==> src/rtl/bus_slave_sel_if.sv <==
// Bus-side signal bundle for bus_slave_sel: master strobe/address, per-slave
// ready and chip select, and the completion/error/busy status back to the master.
interface bus_slave_sel_if #(
  parameter int ADDR_W   = 30,
  parameter int N_SLAVES = 8
);
  logic [ADDR_W-1:0]   s_addr;
  logic                s_as_;
  logic [N_SLAVES-1:0] rdy_;
  logic [N_SLAVES-1:0] cs_;
  logic                m_rdy_;
  logic                bus_err;
  logic                busy;

  modport master (
    output s_addr, s_as_, rdy_,
    input  cs_, m_rdy_, bus_err, busy
  );

  modport slave (
    input  s_addr, s_as_, rdy_,
    output cs_, m_rdy_, bus_err, busy
  );
endinterface

==> src/rtl/bus_slave_sel.sv <==
// Registered slave selector: latches the slave index on an address strobe, holds an
// active-low chip select for the access and ends it with ready, timeout or unmapped error.
module bus_slave_sel #(
  parameter int ADDR_W   = 30,
  parameter int IDX_W    = 3,
  parameter int N_SLAVES = 8,
  parameter int TIMEOUT  = 255
) (
  input  logic           clk,
  input  logic           reset_,
  bus_slave_sel_if.slave bus
);

  localparam int CNT_W = $clog2(TIMEOUT + 1);
  localparam int IDX_N = 2 ** IDX_W;

  typedef enum logic [1:0] {
    IDLE   = 2'd0,
    ACCESS = 2'd1,
    ERROR  = 2'd2
  } state_t;

  state_t              state_q, state_d;
  logic [IDX_W-1:0]    idx_q, idx_d;
  logic [CNT_W-1:0]    cnt_q, cnt_d;
  logic [N_SLAVES-1:0] cs_q, cs_d;
  logic                busy_q, busy_d;

  logic [IDX_W-1:0]    addr_idx_s;
  logic                mapped_s;
  logic [IDX_N-1:0]    rdy_ext_s;
  logic                sel_rdy_s;
  logic                m_rdy_s;
  logic                bus_err_s;
  logic                unused_addr_s;

  function automatic logic [N_SLAVES-1:0] cs_decode(input logic [IDX_W-1:0] idx);
    logic [N_SLAVES-1:0] cs;
    cs = '1;
    for (int i = 0; i < N_SLAVES; i++) begin
      if (idx == IDX_W'(i)) begin
        cs[i] = 1'b0;
      end else begin
        cs[i] = 1'b1;
      end
    end
    return cs;
  endfunction

  assign addr_idx_s    = bus.s_addr[ADDR_W-1 -: IDX_W];
  assign mapped_s      = ({1'b0, addr_idx_s} < (IDX_W + 1)'(N_SLAVES));
  assign unused_addr_s = ^bus.s_addr[ADDR_W-IDX_W-1:0];

  // Unimplemented index slots read as never-ready so selection stays in range.
  always_comb begin
    rdy_ext_s                 = '1;
    rdy_ext_s[N_SLAVES-1:0]   = bus.rdy_;
  end

  assign sel_rdy_s = ~rdy_ext_s[idx_q];

  // Next-state, chip-select and completion decode.
  always_comb begin
    state_d   = state_q;
    idx_d     = idx_q;
    cnt_d     = cnt_q;
    cs_d      = '1;
    busy_d    = 1'b0;
    m_rdy_s   = 1'b1;
    bus_err_s = 1'b0;
    case (state_q)
      IDLE: begin
        if (!bus.s_as_) begin
          idx_d  = addr_idx_s;
          busy_d = 1'b1;
          if (mapped_s) begin
            state_d = ACCESS;
            cnt_d   = '0;
            cs_d    = cs_decode(addr_idx_s);
          end else begin
            state_d = ERROR;
          end
        end else begin
          state_d = IDLE;
        end
      end
      ACCESS: begin
        // Ready takes priority over the timeout in the same cycle.
        if (sel_rdy_s) begin
          m_rdy_s = 1'b0;
          state_d = IDLE;
        end else if (cnt_q == CNT_W'(TIMEOUT)) begin
          state_d = ERROR;
          busy_d  = 1'b1;
        end else begin
          cnt_d  = cnt_q + CNT_W'(1);
          cs_d   = cs_q;
          busy_d = 1'b1;
        end
      end
      ERROR: begin
        m_rdy_s   = 1'b0;
        bus_err_s = 1'b1;
        state_d   = IDLE;
      end
      default: begin
        state_d = IDLE;
      end
    endcase
  end

  // State, index, wait counter and registered outputs.
  always_ff @(posedge clk or negedge reset_) begin
    if (!reset_) begin
      state_q <= IDLE;
      idx_q   <= '0;
      cnt_q   <= '0;
      cs_q    <= '1;
      busy_q  <= 1'b0;
    end else begin
      state_q <= state_d;
      idx_q   <= idx_d;
      cnt_q   <= cnt_d;
      cs_q    <= cs_d;
      busy_q  <= busy_d;
    end
  end

  assign bus.cs_     = cs_q;
  assign bus.busy    = busy_q;
  assign bus.m_rdy_  = m_rdy_s;
  assign bus.bus_err = bus_err_s;

endmodule
==> src/flat_wrapper.sv <==
// flat-port wrapper written by rule: the top's interface ports become plain ports
module bus_slave_sel_flat 
#(
  parameter int ADDR_W   = 30,
  parameter int IDX_W    = 3,
  parameter int N_SLAVES = 8,
  parameter int TIMEOUT  = 255
)
  (clk, reset_, bus_s_addr, bus_s_as_, bus_rdy_, bus_cs_, bus_m_rdy_, bus_bus_err, bus_busy);
  bus_slave_sel_if #(.ADDR_W(ADDR_W), .N_SLAVES(N_SLAVES)) bus_i ();
  input  logic clk;
  input  logic reset_;
  input wire logic [$bits(bus_i.s_addr)-1:0] bus_s_addr;
  input wire logic [$bits(bus_i.s_as_)-1:0] bus_s_as_;
  input wire logic [$bits(bus_i.rdy_)-1:0] bus_rdy_;
  output wire logic [$bits(bus_i.cs_)-1:0] bus_cs_;
  output wire logic [$bits(bus_i.m_rdy_)-1:0] bus_m_rdy_;
  output wire logic [$bits(bus_i.bus_err)-1:0] bus_bus_err;
  output wire logic [$bits(bus_i.busy)-1:0] bus_busy;
  assign bus_i.s_addr = bus_s_addr;
  assign bus_i.s_as_ = bus_s_as_;
  assign bus_i.rdy_ = bus_rdy_;
  assign bus_cs_ = bus_i.cs_;
  assign bus_m_rdy_ = bus_i.m_rdy_;
  assign bus_bus_err = bus_i.bus_err;
  assign bus_busy = bus_i.busy;
  bus_slave_sel #(.ADDR_W(ADDR_W), .IDX_W(IDX_W), .N_SLAVES(N_SLAVES), .TIMEOUT(TIMEOUT)) u_core (.clk(clk), .reset_(reset_), .bus(bus_i));
endmodule
==> config.mk <==
export PLATFORM = sky130hd
export DESIGN_NAME = bus_slave_sel_flat
export DESIGN_NICKNAME = d
export VERILOG_FILES = /design/src/rtl/bus_slave_sel_if.sv /design/src/rtl/bus_slave_sel.sv /design/src/flat_wrapper.sv
export SDC_FILE = /design/constraint.sdc
export NUM_CORES = 1
export LEC_CHECK = 0
export BUFFER_PORTS_ARGS = -buffer_cell sky130_fd_sc_hd__buf_4
export CORE_MARGIN = 10
export CORE_UTILIZATION = 30
export DETAILED_ROUTE_END_ITERATION = 12
export GPL_ROUTABILITY_DRIVEN = 0
export GPL_TIMING_DRIVEN = 0
export PLACE_DENSITY = 0.55
export SLEW_MARGIN = 5
export SYNTH_ARGS = -nofsm -noshare
export SYNTH_HDL_FRONTEND = slang
export SYNTH_SLANG_ARGS = --single-unit
==> constraint.sdc <==
create_clock -name clk -period 3.52 [get_ports clk]
set_input_delay 0.176 -clock clk [delete_from_list [all_inputs] [get_ports clk]]
set_output_delay 0.176 -clock clk [all_outputs]
set_load 0.02 [all_outputs]
After elaboration in Yosys (flattened, before gate mapping):

Index checks and enable logic that the tools add are counted.

* register bits: 22
* latch bits: 0
* memory bits (writable): 0
* ROM bits: 0
* input port bits: 41
* word-level logic and storage cells: 54
* memories kept: 0

* $add $sub $neg: 1
* multiply operators: 0
* div/mod/pow operators: 0
* order comparisons: 1
* equal/unequal tests: 14
* shifts and indexed selects: 0
* muxes and demuxes: 27
* bitwise operators: 1
* reductions and logical operators: 5

Operator list (count)
* two-way mux 8 bit: 6
* case mux 8 bit (2 select lines): 2
* two-way mux 1 bit: 13
* equality test 3 bit (second input constant): 4
* adder 8 x 1 -> 8 bit (second input constant): 1
* equality test 8 bit (second input constant): 1
* equality test 3 x 2 -> 1 bit (second input constant): 2
* less-than comparator 3 x 4 -> 1 bit (second input constant): 1
* two-way mux 2 bit: 2
* inequality test 2 bit (second input constant): 2
* case mux 1 bit (2 select lines): 2
* case mux 2 bit (2 select lines): 1
* AND reduction 4 bit: 1
* binary-select mux 1 bit (select 3 bit): 1
* equality test 3 x 1 -> 1 bit (second input constant): 1
* zero test 3 bit: 1
* inequality test 3 bit (second input constant): 1
* equality test 2 x 1 -> 1 bit (second input constant): 1
* equality test 2 bit (second input constant): 1
* zero test 2 bit: 1
* inequality test 2 x 1 -> 1 bit (second input constant): 1
* AND reduction 2 bit: 1
* nonzero test 2 bit: 1
* NOT 1 bit: 1

Depth between registers and ports, before layout:

Gate-level depths: netlist of the first run.

* depth after elaboration: 4
* gate-level depth with buffers: 7
* mapped depth without buffers: 6

Least setup slack after synthesis of the first run:

No wires, ideal clock.

* path kind: flip-flop to flip-flop
* start: reg u_core.cnt_q[0]
* end: reg u_core.cnt_q[1]
* library setup time: 82 ps
* data arrival time: 1408 ps
* setup slack: 2030 ps
* cell stages (with the launch flop): 7
* period minus slack after synthesis: 1490 ps
* path through: dfrtp_1 > ha_1 > and3_1 > nand4_2 > a21oi_4 > a21oi_1 > o22ai_1

* cells in the longest elaborated chain, start to end: 4
* elaborated cells between the ends (all ways): 7
* those cells by class: add/sub (1); eq/ne (2); mux (3); reduce/logical (1)

Ends and longest elaborated chain
* start, declared: RTL line bus_slave_sel.sv:25 `logic [CNT_W-1:0] cnt_q, cnt_d;`
* start signal, assigned: RTL line bus_slave_sel.sv:123 `cnt_q <= cnt_d;`
* adder 8 x 1 -> 8 bit: RTL line bus_slave_sel.sv:96 `cnt_d = cnt_q + CNT_W'(1);`
* two-way mux 8 bit: RTL line bus_slave_sel.sv:92 `end else if (cnt_q == CNT_W'(TIMEOUT)) begin`
* two-way mux 8 bit: RTL line bus_slave_sel.sv:89 `if (sel_rdy_s) begin`
* case mux 8 bit (2 select lines): RTL line bus_slave_sel.sv:71 `case (state_q)`

Several ways; a longest one is shown, not always the timed one. The select of a mux whose other input is x is not followed.
A chain may end at the register's enable or synchronous reset.

Worst setup path after layout of the first run:

* start: reg u_core.state_q[1]
* end: out bus_m_rdy_

* cells in the longest elaborated chain, start to end: 2
* elaborated cells between the ends (all ways): 3
* those cells by class: eq/ne (2); mux (1)

Ends and longest elaborated chain
* start, declared: RTL line bus_slave_sel.sv:23 `state_t state_q, state_d;`
* start signal, assigned: RTL line bus_slave_sel.sv:121 `state_q <= state_d;`
* equality test 2 bit / equality test 2 x 1 -> 1 bit (equally long branches): RTL line bus_slave_sel.sv:71
* case mux 1 bit (2 select lines) *: RTL line bus_slave_sel.sv:71
* end, declared: RTL line flat_wrapper.sv:17 `output wire logic [$bits(bus_i.m_rdy_)-1:0] bus_m_rdy_;`

Mark *: on every way between the ends. The rest lies on a longest branch, timed or not.

==> flow_summary.ini, run 1 <==
[outcome]
status = completed

[finish]
most-common-layout-cells = buf_4 (24), nand2_1 (21), dfrtp_1 (14)
syn_to_final_growth_pct = 26.10
final_cells = 188
final_common_cell = buf_4
n_fill_cell = 374
drive_gt1_frac = 0.3286
multiInputGateArea_sq_um = 571.8
ff_latch_area_sq_um = 560.5
antenna_cells = 0
final_nets = 183

[drt]
drt-vias-per-instance = 4.963
first_pass_iters = 4
dr_total_vias = 933
ant_nets = 0
drt-total-wl_um = 2679
post-route-drc-count = 0
wire_per_inst_um = 14.25
drtIter0Drc = 61

[worst_setup_path]
setup.worst_path.class = reg -> out
cp_max_fo = 10
critPathArrivalTime_ns = 1.74
worstPathRequired_ns = 3.34
startpoint_type = flop
cp-end-kind = output pin

[clock_tree]
cts_buffer_depth = 2
cts_setup_buffers = 0
ctsRootBufferMaster = clkbuf_8
path_clk_slew_ns = 0.08
cts_resized = 0
cts_hold_buf = 1
tritoncts = built
cts.sinks = 22
htreeDepth = 1
cts_buffers = 3
clk_latency_ns = 0.27

[yosys]
async_reset_ff_frac = 1.000
syn_nets = 153
synth.distinct_cells = 40
synth-seq-area-share = 0.4791
syn_area_per_cell_sq_um = 10.54
ys_ff_latch = 22
synth_area_sq_um = 1170
yosysWarnings = 0
synth-edff-count = 0
synthCells = 111
synth_flop_cell = dfrtp_1

[timing]
maxSlewViolCount = 0
period_share = 0.5450
hold_viol = 0
setup_tns_ns = 0
tightest_slew_ns = 0.4978
fin_worst_skew_ns = 0.005682
fmax_mhz = 521.3
layout_setup_ws_ns = 1.602
min_period_ns = 1.918
rsz0062_at_grt = no
maxSlewHeadroom = 0.6663
setup_viol = 0
finalHoldWorstSlack_ns = 0.1548

[global_routing]
met2_usage = 0.1477
grt_pass1_vias = 1003
gr-usage-met1 = 0.09804
antenna_found_initial = 0
grt_start_max_net_pins = 23
track_usage = 0.08490
grt-busiest-layer = met2
grt.met3_usage = 0.01080
gr-total-overflow = 0
grt_pass1_wl_um = 4567

[floorplanning]
initial_core_util = 0.3148
fp.dieH_um = 82.45
die_w_um = 82.45
design.die.area_sq_um = 6797
core_sq_um = 3716
rows = 22
ioPinCount = 52

[power]
vdd_drop_max_v = 0.0001686
leakagePower_nw = 0.6584
p_total_mw = 1.054
power.density_nw_per_um2 = 714.8

[placement]
dpl_worst_slack_ns = 1.824
dp_hpwl_um = 2027
port_buffers = 24
placed_cells = 183

[worst_hold_path]
hold_class = in -> reg

[job]
cap_violations = 0
==> stage by stage <==
stage | instance area (sq um) | utilization
after floorplan | 1170 | -
after global placement | 1410 | 0.3795
after detailed placement | 1410 | 0.3795
after CTS | 1475 | 0.3970
after global routing | 1475 | 0.3970
final | 1475 | 0.3970
==> cell type report <==
type / instances / share of cell area
multi-input cells: 83 / 0.3876
flip-flops and latches: 22 / 0.3800
repair buffers: 25 / 0.1289
well taps: 48 / 0.04071
clock buffers: 4 / 0.03732
plain buffers: 4 / 0.02036
inverters: 2 / 0.005089
==> path summary, 6_finish.rpt <==
check                           cells after the start  slack (ns)                     startpoint                            end
worst max-delay path                                4        1.60  u_core.state_q[1]$_DFFE_PN0P_                     bus_m_rdy_
worst min-delay path                                3        0.15                 bus_s_addr[28]    u_core.idx_q[1]$_DFFE_PN0P_
worst max register to register                      6        1.83    u_core.cnt_q[0]$_DFFE_PN0P_    u_core.cnt_q[1]$_DFFE_PN0P_
worst min register to register                      1        0.51  u_core.bus.cs_[0]$_DFFE_PN1P_  u_core.bus.cs_[0]$_DFFE_PN1P_
max in group asynchronous                           2        2.91                         reset_  u_core.bus.cs_[2]$_DFFE_PN1P_
min in group asynchronous                           2        0.32                         reset_      u_core.bus.busy$_DFF_PN0_
==> report_power, final <==
group / switching (mW) / internal, mW / total (mW) / leakage [nW]
combinational: 0.277 / 0.215 / 0.492 / 0.364
clock: 0.0833 / 0.0998 / 0.183 / 0.0288
sequential: 0.0574 / 0.322 / 0.379 / 0.266
==> cell families after synthesis <==
kind of cell               share of synthesized area
and+or+nand+nor                               0.2824
DFF                                           0.4791
muxes                                        0.04278
adders and majority gates                    0.01069
AOI/OAI and AO/OA                             0.1529
buffers and inverters                        0.03209
==> synth_stat cells, drive strengths merged (2+ instances only) <==
library cell | count | area [sq um]
a22oi | 3 | 22.52
a2bb2oi | 4 | 35.03
nand2 | 21 | 78.83
nand3 | 8 | 52.55
mux2i | 5 | 50.05
inv | 2 | 7.510
nor3 | 3 | 20.02
nand4 | 2 | 33.78
dfrtp | 14 | 350.3
o32a | 2 | 20.02
nor2 | 4 | 15.01
buf | 2 | 22.52
nand3b | 3 | 30.03
o211ai | 3 | 22.52
dfstp | 8 | 210.2
a21oi | 4 | 31.28
o21a | 2 | 15.01
nor2b | 3 | 18.77
clkbuf | 2 | 7.510
==> routing by layer <==
metal,vias up,share of wire
li1,463,-
met1,446,0.46
met2,20,0.48
met3,4,0.041
met4,0,0.020
met5,-,0
==> critical path, cell delays in order (launching register included) <==
cell and delay (ns):
dfrtp_1 0.42, and2b_1 0.34, clkbuf_1 0.37, a21oi_1 0.15, buf_4 0.19
==> registers in the layout, summed over array words and instances, names as in the netlist <==
| signal | count |
|---|---|
| u_core.idx_q | 3 |
| u_core.bus.cs_ | 8 |
| u_core.cnt_q | 8 |
| u_core.bus.busy | 1 |
| u_core.state_q | 2 |
(Power assumes the default switching activity.)
==> inputs of run 2 (changes only) <==
--- a/config.mk
+++ b/config.mk
@@ -11,7 +11,7 @@
 export DETAILED_ROUTE_END_ITERATION = 12
 export GPL_ROUTABILITY_DRIVEN = 0
 export GPL_TIMING_DRIVEN = 0
-export PLACE_DENSITY = 0.55
+export PLACE_DENSITY = 0.57
 export SLEW_MARGIN = 5
 export SYNTH_ARGS = -nofsm -noshare
 export SYNTH_HDL_FRONTEND = slang
==> constraint.sdc (replaced) <==
create_clock -name clk -period 1.7 [get_ports clk]
set_input_delay 0.085 -clock clk [delete_from_list [all_inputs] [get_ports clk]]
set_output_delay 0.085 -clock clk [all_outputs]
set_load 0.02 [all_outputs]
==> run 2 against run 1 <==
Sequential power grew 110%. Cell count grew 2.1%. Count of clock-buffer cells in the layout is the same. Die area is the same. Via count grew 2.9%. Clock power grew 100%.
==> flow_summary.ini, run 2 (same netlist as run 1, synthesis figures left out) <==
[outcome]
status = completed

[power]
vdd_drop_max_v = 0.0006409
power.density_nw_per_um2 = 1485
leakagePower_nw = 0.6845

[placement]
placed_cells = 183
port_buffers = 24
dp_hpwl_um = 2107

[drt]
dr_wl_met3_um = 98
first_pass_iters = 3
highest_layer = met4
wire_per_inst_um = 14.26
drtIter0Drc = 44
drt-vias-per-instance = 5.000
wl_met1_um = 1167
dr_total_vias = 960
post-route-drc-count = 0
ant_nets = 0
wl_met2_um = 1449
drt-total-wl_um = 2737

[worst_setup_path]
r2r-end = u_core.cnt_q[4]$_DFFE_PN0P_
timing.rr.start = u_core.cnt_q[0]$_DFFE_PN0P_
cp-end-kind = flop
setup.worst_path.class = reg -> reg
cp_max_fo = 4
reg2reg_depth = 6
r2r_slack_ns = 0.08
startpoint_type = flop
worstPathRequired_ns = 1.85
critPathArrivalTime_ns = 1.77

[timing]
finalHoldWorstSlack_ns = 0.06133
min_period_ns = 1.623
maxSlewHeadroom = 0.6619
period_share = 0.9546
tightest_slew_ns = 0.5044
maxSlewViolCount = 0
hold_viol = 0
setup_tns_ns = 0
fin_worst_skew_ns = 0.004089
fmax_mhz = 616.2
setup_viol = 0

[floorplanning]
initial_core_util = 0.3148
fp.dieH_um = 82.45
die_w_um = 82.45
rows = 22
design.die.area_sq_um = 6797
core_sq_um = 3716
ioPinCount = 52

[worst_hold_path]
whs_path_depth = 3
hold_class = in -> reg
hold_start = bus_s_addr[28]
hold_path_end = u_core.idx_q[1]$_DFFE_PN0P_

[global_routing]
antenna_found_initial = 0
grt_pass1_wl_um = 4533
gr-total-overflow = 0
grt_start_max_net_pins = 23
grt_pass1_vias = 996
track_usage = 0.08448

[clock_tree]
cts_buffers = 3
tritoncts = built
cts.sinks = 22
cts_buffer_depth = 2
ctsRootBufferMaster = clkbuf_8
path_clk_slew_ns = 0.08
htreeDepth = 1
clk_latency_ns = 0.26

[finish]
syn_to_final_growth_pct = 30.27
final_util = 0.4101
antenna_cells = 0
drive_gt1_frac = 0.3681
final_common_cell = buf_4
final_cells = 192
final_nets = 187
most-common-layout-cells = buf_4 (28), nand2_1 (21), dfrtp_1 (14)

[job]
cap_violations = 0
==> run 2: power breakdown <==
part	internal, mW	switching [mW]
logic	0.511	0.585
clock network	0.207	0.167
registers	0.666	0.126
total	1.38	0.879
==> run 2: layout make-up <==
class	instances	area [sq um]
clock buffers	4	55.05
fillers	358	2192
plain buffers	4	31.28
flip-flops and latches	22	560.5
multi-input cells	83	589.3
well taps	48	60.06
repair buffers	29	220.2
inverters	2	7.507
==> run 2: repair_timing <==
item                                    4_1_cts  5_1_grt
endpoints found under the hold margin        22        0
setup buffers                                 0        4
hold buffers                                  1        0
cloned                                        0        0
resized for setup                             1        5
endpoints found under the setup margin        3        5
pin swaps                                     1        1
==> run 2: per-layer routing <==
layer / vias up / global-route usage
met5: - / 0
met4: 0 / 0.02551
met3: 3 / 0.02808
met2: 14 / 0.1454
met1: 468 / 0.09684
li1: 475 / -
==> run 2: worst max-delay path, cell delays in order (launching register included) <==
cell and delay (ns):
dfrtp_1 0.41, ha_1 0.23, and3_4 0.21, nand4_4 0.13
a21oi_4 0.08, buf_4 0.16, a211o_1 0.29
==> run 2: worst max path at each step <==
| stage | endpoint | slack, ns | from |
|---|---|---|---|
| after detailed placement | u_core.cnt_q[1]$_DFFE_PN0P_ | -0.02 | u_core.cnt_q[0]$_DFFE_PN0P_ |
| final | u_core.cnt_q[4]$_DFFE_PN0P_ | 0.08 | u_core.cnt_q[0]$_DFFE_PN0P_ |
| after global placement | u_core.cnt_q[1]$_DFFE_PN0P_ | 0.007 | u_core.cnt_q[0]$_DFFE_PN0P_ |
| after floorplan | u_core.cnt_q[1]$_DFFE_PN0P_ | 0.21 | u_core.cnt_q[0]$_DFFE_PN0P_ |
| after CTS | u_core.cnt_q[1]$_DFFE_PN0P_ | 0.0004 | u_core.cnt_q[0]$_DFFE_PN0P_ |
| after global routing | bus_m_rdy_ | -0.0003 | u_core.state_q[1]$_DFFE_PN0P_ |
==> run 2: stage by stage <==
stage | setup slack [ns] | total power [mW] | area (sq um)
2_1_floorplan | 0.2098 | 1.540 | 1170
3_5_place_dp | -0.01977 | 1.826 | 1410
3_3_place_gp | 0.007231 | 1.809 | 1410
5_1_grt | -0.0002913 | 2.443 | 1524
6_report | 0.07710 | 2.263 | 1524
4_1_cts | 0.0003841 | 2.209 | 1476
